**src/rtl/mem_arbiter.sv**
```systemverilog
// mem_arbiter
//   Arbitrates a fetch port and a data (load/store) port onto a single-port
//   memory bus.
//
//   Rules:
//     - At most one memory transaction is outstanding at a time.
//     - Grants are combinational. They are issued in IDLE, or in the cycle
//       that the outstanding transaction completes (mem_rvalid), so
//       back-to-back transactions run without a bubble.
//     - The data port has priority over the fetch port.
//
//   Optional macro MEM_ARB_STARVE_GUARD_EN:
//     Adds a starvation counter. When fetch has been denied STARVE_MAX
//     consecutive arbitrations, fetch is forced to win the next one.
//
//   Parameters:
//     ADDR_W      memory address width
//     DATA_W      memory data width
//     STARVE_MAX  denied-fetch arbitrations that force a fetch grant
//                 (guard build only)
//
//   Ports:
//     clk, reset                                clock, async active-high reset
//     if_req, if_addr                           fetch read request
//     if_gnt, if_rvalid, if_rdata               fetch grant / response
//     d_req, d_we, d_addr, d_wdata              data request (d_we=1 is a store)
//     d_gnt, d_rvalid, d_rdata                  data grant / response or store ack
//     mem_req, mem_we, mem_addr, mem_wdata      memory request bus
//     mem_rvalid, mem_rdata                     memory response
//     stall                                     a request is pending without a grant
module mem_arbiter #(
  parameter int ADDR_W     = 32,
  parameter int DATA_W     = 32,
  parameter int STARVE_MAX = 4
) (
  input  logic              clk,
  input  logic              reset,
  input  logic              if_req,
  input  logic [ADDR_W-1:0] if_addr,
  output logic              if_gnt,
  output logic              if_rvalid,
  output logic [DATA_W-1:0] if_rdata,
  input  logic              d_req,
  input  logic              d_we,
  input  logic [ADDR_W-1:0] d_addr,
  input  logic [DATA_W-1:0] d_wdata,
  output logic              d_gnt,
  output logic              d_rvalid,
  output logic [DATA_W-1:0] d_rdata,
  output logic              mem_req,
  output logic              mem_we,
  output logic [ADDR_W-1:0] mem_addr,
  output logic [DATA_W-1:0] mem_wdata,
  input  logic              mem_rvalid,
  input  logic [DATA_W-1:0] mem_rdata,
  output logic              stall
);

  if (STARVE_MAX < 1) begin : g_bad_starve_max
    $error("mem_arbiter: STARVE_MAX must be at least 1");
  end

  typedef enum logic [1:0] {
    IDLE    = 2'd0,
    BUSY_IF = 2'd1,
    BUSY_D  = 2'd2
  } state_t;

  state_t state, state_nxt;
  logic   arb;
  logic   gnt_if;
  logic   gnt_d;
  logic   force_if;

`ifdef MEM_ARB_STARVE_GUARD_EN
  localparam int CNT_W = (STARVE_MAX < 1) ? 1 : $clog2(STARVE_MAX + 1);
  localparam logic [CNT_W-1:0] CNT_MAX = CNT_W'(STARVE_MAX);

  logic [CNT_W-1:0] starve_cnt;

  assign force_if = (starve_cnt == CNT_MAX);

  // Counts consecutive arbitrations in which fetch was waiting but data won.
  // Any fetch grant, or fetch going away, restarts the count.
  always_ff @(posedge clk or posedge reset) begin
    if (reset) begin
      starve_cnt <= '0;
    end else if (gnt_if || !if_req) begin
      starve_cnt <= '0;
    end else if (arb && gnt_d && (starve_cnt != CNT_MAX)) begin
      starve_cnt <= starve_cnt + 1'b1;
    end
  end
`else
  assign force_if = 1'b0;
`endif

  always_ff @(posedge clk or posedge reset) begin
    if (reset) begin
      state <= IDLE;
    end else begin
      state <= state_nxt;
    end
  end

  // Arbitration happens when idle, or when the outstanding transaction
  // completes this cycle. A stray mem_rvalid in IDLE needs no special
  // handling: IDLE is already an arbitration cycle, and the response
  // routing below only looks at mem_rvalid in the BUSY states.
  always_comb begin
    state_nxt = state;
    gnt_if    = 1'b0;
    gnt_d     = 1'b0;
    arb       = (state == IDLE) || mem_rvalid;
    if (arb) begin
      if (d_req && !(force_if && if_req)) begin
        gnt_d     = 1'b1;
        state_nxt = BUSY_D;
      end else if (if_req) begin
        gnt_if    = 1'b1;
        state_nxt = BUSY_IF;
      end else begin
        state_nxt = IDLE;
      end
    end
  end

  // While reset is high, every output is held at 0, including the read-data
  // pass-through.
  always_comb begin
    if_gnt    = 1'b0;
    d_gnt     = 1'b0;
    if_rvalid = 1'b0;
    d_rvalid  = 1'b0;
    if_rdata  = '0;
    d_rdata   = '0;
    mem_req   = 1'b0;
    mem_we    = 1'b0;
    mem_addr  = '0;
    mem_wdata = '0;
    stall     = 1'b0;
    if (!reset) begin
      if_gnt    = gnt_if;
      d_gnt     = gnt_d;
      if_rvalid = (state == BUSY_IF) && mem_rvalid;
      d_rvalid  = (state == BUSY_D) && mem_rvalid;
      if_rdata  = mem_rdata;
      d_rdata   = mem_rdata;
      mem_req   = gnt_if || gnt_d;
      // Fetch transactions are always reads.
      mem_we    = gnt_d && d_we;
      if (gnt_d) begin
        mem_addr  = d_addr;
        mem_wdata = d_wdata;
      end else if (gnt_if) begin
        mem_addr  = if_addr;
      end
      stall     = (if_req && !gnt_if) || (d_req && !gnt_d);
    end
  end

endmodule
```
**config.mk**
```make
export PLATFORM = sky130hd
export DESIGN_NAME = mem_arbiter
export DESIGN_NICKNAME = d
export VERILOG_FILES = /design/src/rtl/mem_arbiter.sv
export SDC_FILE = /design/constraint.sdc
export NUM_CORES = 1
export LEC_CHECK = 0
export BUFFER_PORTS_ARGS = -buffer_cell sky130_fd_sc_hd__buf_2
export CAP_MARGIN = 5
export CORE_AREA = 4 4 103 105
export CTS_CLUSTER_SIZE = 40
export DETAILED_ROUTE_END_ITERATION = 8
export DIE_AREA = 0 0 107 109
export GPL_TIMING_DRIVEN = 1
export PLACE_DENSITY_LB_ADDON = 0.08
export SLEW_MARGIN = 20
export SYNTH_ARGS = -nofsm -noshare
export SYNTH_HDL_FRONTEND = slang
export SYNTH_SLANG_ARGS = --single-unit
```
**constraint.sdc**
```tcl
create_clock -name clk -period 1.35 [get_ports clk]
set_input_delay 0 -clock clk [delete_from_list [all_inputs] [get_ports clk]]
set_output_delay 0 -clock clk [all_outputs]
set_load 0.02 [all_outputs]
```
Yosys cells after proc, flatten, opt, wreduce, memory -nomap -nowiden. Index checks and enable logic that the tools add are counted.

Equal/unequal tests: 2. Multiplexer cells: 20. Reductions and logical operators: 11. Bitwise gates (word level): 0. Add/subtract/negate cells: 0. Shift operators: 0. Magnitude comparators: 0. Div/mod/pow operators: 0. $mul: 0.

Operators by type and width (count): two-way mux 32 bit (6); two-way mux 1 bit (13); logical AND 1 bit (5); logical OR 1 bit (3); == test 2 x 1 -> 1 bit (second input constant) (1); == test 2 bit (second input constant) (1); logical NOT 1 bit (2); logical NOT 2 bit (1); two-way mux 2 bit (1).

Output and inout port bits: 135. Latch bits: 0. Word-level logic and storage cells: 34. Input port bits: 134. Register bits: 2. ROM bits: 0. Memories: 0. RAM bits: 0.

Depth between registers and ports, before layout.
Depth in word-level cells: 7. Gate-level depth with buffers: 5.

Worst setup path after synthesis. No wires, ideal clock.

Kind: register -> output. Start: register state[1]. End: output port mem_addr[16]. Data arrival time: 1.410 ns. Buffers on the path: 2. Data required time: 1.350 ns. Cell stages (with the launch flop): 5. Setup slack: -0.060 ns. Cells stage by stage: dfrtp_1 -> o21ba_1 -> buf_6 -> clkbuf_1 -> a211oi_1.

Word-level cells in the longest chain between the ends: 6. Elaborated cells between the ends (all ways): 7. Classes of those cells: mux: 5; reduce/logical: 2.

RTL lines: start, declared (RTL line 69) `state_t state, state_nxt;`; start signal, assigned (RTL line 102) `state <= state_nxt;`; logical NOT 2 bit (*) (RTL line 114) `arb = (state == IDLE) || mem_rvalid;`; logical OR 1 bit (*) (RTL line 114); two-way mux 1 bit (RTL line 115) `if (arb) begin`; two-way mux 32 bit (RTL line 155) `end else if (gnt_if) begin`; two-way mux 32 bit (*) (RTL line 152) `if (gnt_d) begin`; two-way mux 32 bit (*) (RTL line 142) `if (!reset) begin`; end, declared (RTL line 52) `output logic [ADDR_W-1:0] mem_addr,`.

Every way passes the cells marked *; elsewhere a longest branch is shown, timed or not.

Final worst setup path.
Start: register state[1]. End: output port mem_wdata[2].

Word-level cells in the longest chain between the ends: 5.

RTL lines: logical NOT 2 bit (RTL line 114); logical OR 1 bit (RTL line 114); two-way mux 1 bit (RTL line 115); two-way mux 32 bit (RTL line 152); two-way mux 32 bit (RTL line 142); end, declared (RTL line 53) `output logic [DATA_W-1:0] mem_wdata,`.

Every way passes these cells.

==> reports/qor.txt <==
========================================================================================
Origin of the critical flop-to-flop path                                        state[1]
I/O pins                                                                             269
Post-synthesis cell type with the largest combined area                     sky130_fd_sc_hd__nand3b_1
Leak pwr                                                                         1.83 nW
Vias in the first global route                                                      2607
Final #Nets                                                                          638
Final Wtd Congestion                                                               0.809
Final core utilization                                                             0.377
Crit path largest cell delay                                                     0.37 ns
Post-CTS Repair Setup Buffers                                                          0
Register area share after synthesis                                               0.0283
Destination of the worst register-to-register timing path                       state[1]
Worst Path Arrival                                                               1.44 ns
Std-Cell Core Area                                                              9640 um2
Final std cells w/o fill                                                             635
Die height                                                                        109 um
Ranking of synthesized cells by instance count                              sky130_fd_sc_hd__nand2_1, sky130_fd_sc_hd__nand3b_1, sky130_fd_sc_hd__nor2b_1, sky130_fd_sc_hd__a211oi_1, sky130_fd_sc_hd__buf_4
Final wirelength                                                                 9810 um
Synth Warn #                                                                           0
Inserted Diodes                                                                        0
CTS tree                                                                            done
Synth-to-Final Area Change                                                          105%
Initial antenna violation count                                                        0
Type of element capturing the critical path                                  output port
# H-tree levels                                                                        1
Width of the chip                                                                 107 um
Crit Path Category                                                               reg2out
Post-placement cell area                                                        3080 um2
Required time reported for the critical path endpoint                            1.35 ns
Critical Path Start Type                                                       flip-flop
Worst-case headroom to the max-slew limit                                          0.648
Initial drt markers                                                                   99
Number of instances on the worst hold path                                             3
Number of instances in the synthesized netlist                                       280
Final setup vio count                                                                 66
Via total after detailed routing                                                    2774
Final worst hold slack                                                          0.172 ns
Clk_lat worst skew                                                               0.21 ns
CP max FO                                                                             15
GRT Overall Usage                                                                  0.145
Mean cell area of the mapped netlist                                            6.32 um2
Total half-perimeter wirelength after legalization and detailed placement        7210 um
Number of inserted filler cells in the final layout                                 1068
Largest regs                                                                   state (2)
Maximum resistive drop on vdd                                                   0.185 mV
Number of rows in the core area                                                       36
Skew final                                                                    0.00387 ns
Net count after synthesis                                                            414
Min-Delay Endpoint                                                              state[0]
Total non-filler cell area in the finished layout                               3630 um2
First-pass GRT wire length                                                      13500 um
Minimum clock period                                                             1.44 ns
Largest register by flop count                                                     state
Netlist area before placement                                                   1770 um2
Cell type of the slowest stage on the worst timing path                     sky130_fd_sc_hd__dfrtp_1
Residual antenna-violating net count after detailed routing                            0
Worst-case clock buffer depth                                                          2
Root Buffer Master                                                          sky130_fd_sc_hd__clkbuf_8
Flip-flop count of the largest register after layout                                   2
Maximum number of pins on one net before global-route repair                          70
Maximum clock frequency                                                        0.696 GHz
Fraction of registers with async set or reset after synthesis                       1.00
Status                                                                      finished with violations
Library cell with the highest instance count after synthesis                sky130_fd_sc_hd__nand2_1
Area fraction of the dominant cell type after synthesis                            0.140
Worst reg2reg setup slack                                                        0.43 ns
Number of placed instances, taps included                                            628
Power per cell area                                                           448 nW/um2
CTS Buf Count                                                                          3
Post-route clock period utilization                                                 1.06
TritonRoute pass-1 iters                                                               4
GRT Residual Overflow                                                                  0
RSZ-0062 raised after global routing                                                true
Top flip-flop cell by instance count after synthesis                        sky130_fd_sc_hd__dfrtp_1
Number of port buffers                                                               268
Final Max Slew Viols                                                                   0
DRC viols                                                                              0
Overall die area                                                               11700 um2
Count of endpoints failing hold in the final timing report                             0
Register bit total from synthesis                                                      2
Worst setup timing slack at the placement stage                                0.0665 ns
Share of cells above drive strength 1                                              0.705
Transition time at the pin with the least slew margin                           0.528 ns
Count of cell types in the netlist                                                    21
Violated checks                                                             setup timing
Chain of cells forming the critical path                                    o21ba_4 -> buf_8 -> nor3_1 -> buf_4
Maxcap violations                                                                      0
Clock slew at reported path FFs                                                  0.03 ns
Final Worst Setup Slack                                                       -0.0874 ns
Starting Density                                                                   0.184
Average routed wire per standard cell                                            15.5 um
Clock net sink count                                                                   2
Worst hold path type                                                              in2reg
Worst Min Path Start                                                          mem_rvalid
Main area contributors after synthesis                                      sky130_fd_sc_hd__nand3b_1, sky130_fd_sc_hd__nand2_1, sky130_fd_sc_hd__a211oi_1, sky130_fd_sc_hd__buf_4, sky130_fd_sc_hd__nor2b_1
Count of flip-flops with a built-in enable after synthesis                             0
Routed via count divided by cell count                                              4.37
Depth of the worst register-to-register path                                           3
========================================================================================
[how the worst max path moves through the flow]
stage,startpoint,cells past startpoint,end
final,state[1],4,mem_wdata[2]
after detailed placement,state[1],4,mem_wdata[9]
after floorplan,state[1],4,mem_addr[16]
after global placement,state[1],4,mem_wdata[9]
after CTS,state[0],4,mem_wdata[1]
after global routing,state[1],4,mem_wdata[2]
[kinds of logic after synthesis]
group	after synthesis	synth area share
AND/OR/NAND/NOR	173	0.576
buffers and inverters	69	0.243
AO/OA/AOI/OAI	36	0.153
flip-flops	2	0.0283
[stage by stage]
step | total power, mW | TNS, ns
6_report | 1.63 | -2.40
5_1_grt | 1.75 | -5.80
4_1_cts | 1.60 | -2.13
3_5_place_dp | 1.20 | 0
3_3_place_gp | 1.19 | 0
2_1_floorplan | 0.802 | -0.872
[worst max-delay path: cells and delay by family, from the launching register on]
family / cells / cell delay, ns
AO/OA/AOI/OAI: 1 / 0.29
buffers and inverters: 2 / 0.36
AND/OR/NAND/NOR: 1 / 0.20
flip-flops: 1 / 0.37
[routing by layer]
layer,global-route usage,share of wire,up-vias
met3,0.0278,0.088,4
met4,0.0283,0.0067,0
met2,0.291,0.54,154
li1,-,-,1360
met1,0.158,0.36,1256
met5,0,0,-
[power by group]
part	internal, mW	switching, mW
Clock	0.188	0.0428
Sequential	0.0665	0.00367
Combinational	0.568	0.759
[cell usage in the layout, fill, tap and decap left out]
cell type | netlist | routed
sky130_fd_sc_hd__buf_4 | 32 | 70
sky130_fd_sc_hd__nand2b_1 | 2 | 2
sky130_fd_sc_hd__nor3_4 | 0 | 5
sky130_fd_sc_hd__o21ai_0 | 1 | 1
sky130_fd_sc_hd__buf_6 | 4 | 7
sky130_fd_sc_hd__o41ai_1 | 1 | 1
sky130_fd_sc_hd__a211oi_2 | 0 | 30
sky130_fd_sc_hd__nor3_2 | 20 | 27
sky130_fd_sc_hd__inv_1 | 2 | 2
sky130_fd_sc_hd__nor3_1 | 15 | 3
sky130_fd_sc_hd__buf_16 | 0 | 3
sky130_fd_sc_hd__clkbuf_8 | 0 | 3
sky130_fd_sc_hd__a21o_1 | 1 | 1
sky130_fd_sc_hd__dlygate4sd3_1 | 0 | 1
sky130_fd_sc_hd__nor2b_1 | 33 | 33
sky130_fd_sc_hd__dfrtp_1 | 2 | 2
sky130_fd_sc_hd__nor4b_1 | 2 | 2
sky130_fd_sc_hd__buf_12 | 0 | 3
sky130_fd_sc_hd__nand3b_1 | 33 | 33
sky130_fd_sc_hd__a211oi_4 | 0 | 2
sky130_fd_sc_hd__buf_8 | 0 | 1
sky130_fd_sc_hd__o21ba_4 | 0 | 1
sky130_fd_sc_hd__nor2_1 | 2 | 2
sky130_fd_sc_hd__clkbuf_16 | 0 | 1
sky130_fd_sc_hd__nand2_1 | 65 | 65
sky130_fd_sc_hd__buf_2 | 15 | 200
sky130_fd_sc_hd__nor3b_2 | 0 | 1
[repair_timing]
action                                  4_1_cts  5_1_grt
hold endpoints to repair                      2        0
hold buffers                                  1        0
pin swaps                                     2        2
cloned                                        2        1
endpoints found under the setup margin       68       68
resized for setup                           100       19
[layout make-up]
cell class | instances | area (um2) | share of cell area
clock buffers | 3 | 41.3 | 0.0114
inverters | 2 | 7.51 | 0.00207
multi-input cells | 209 | 1570 | 0.432
flip-flops and latches | 2 | 50.0 | 0.0138
well taps | 133 | 166 | 0.0458
repair buffers | 286 | 1800 | 0.495
Note: power is estimated with default switching activity, not from simulation.
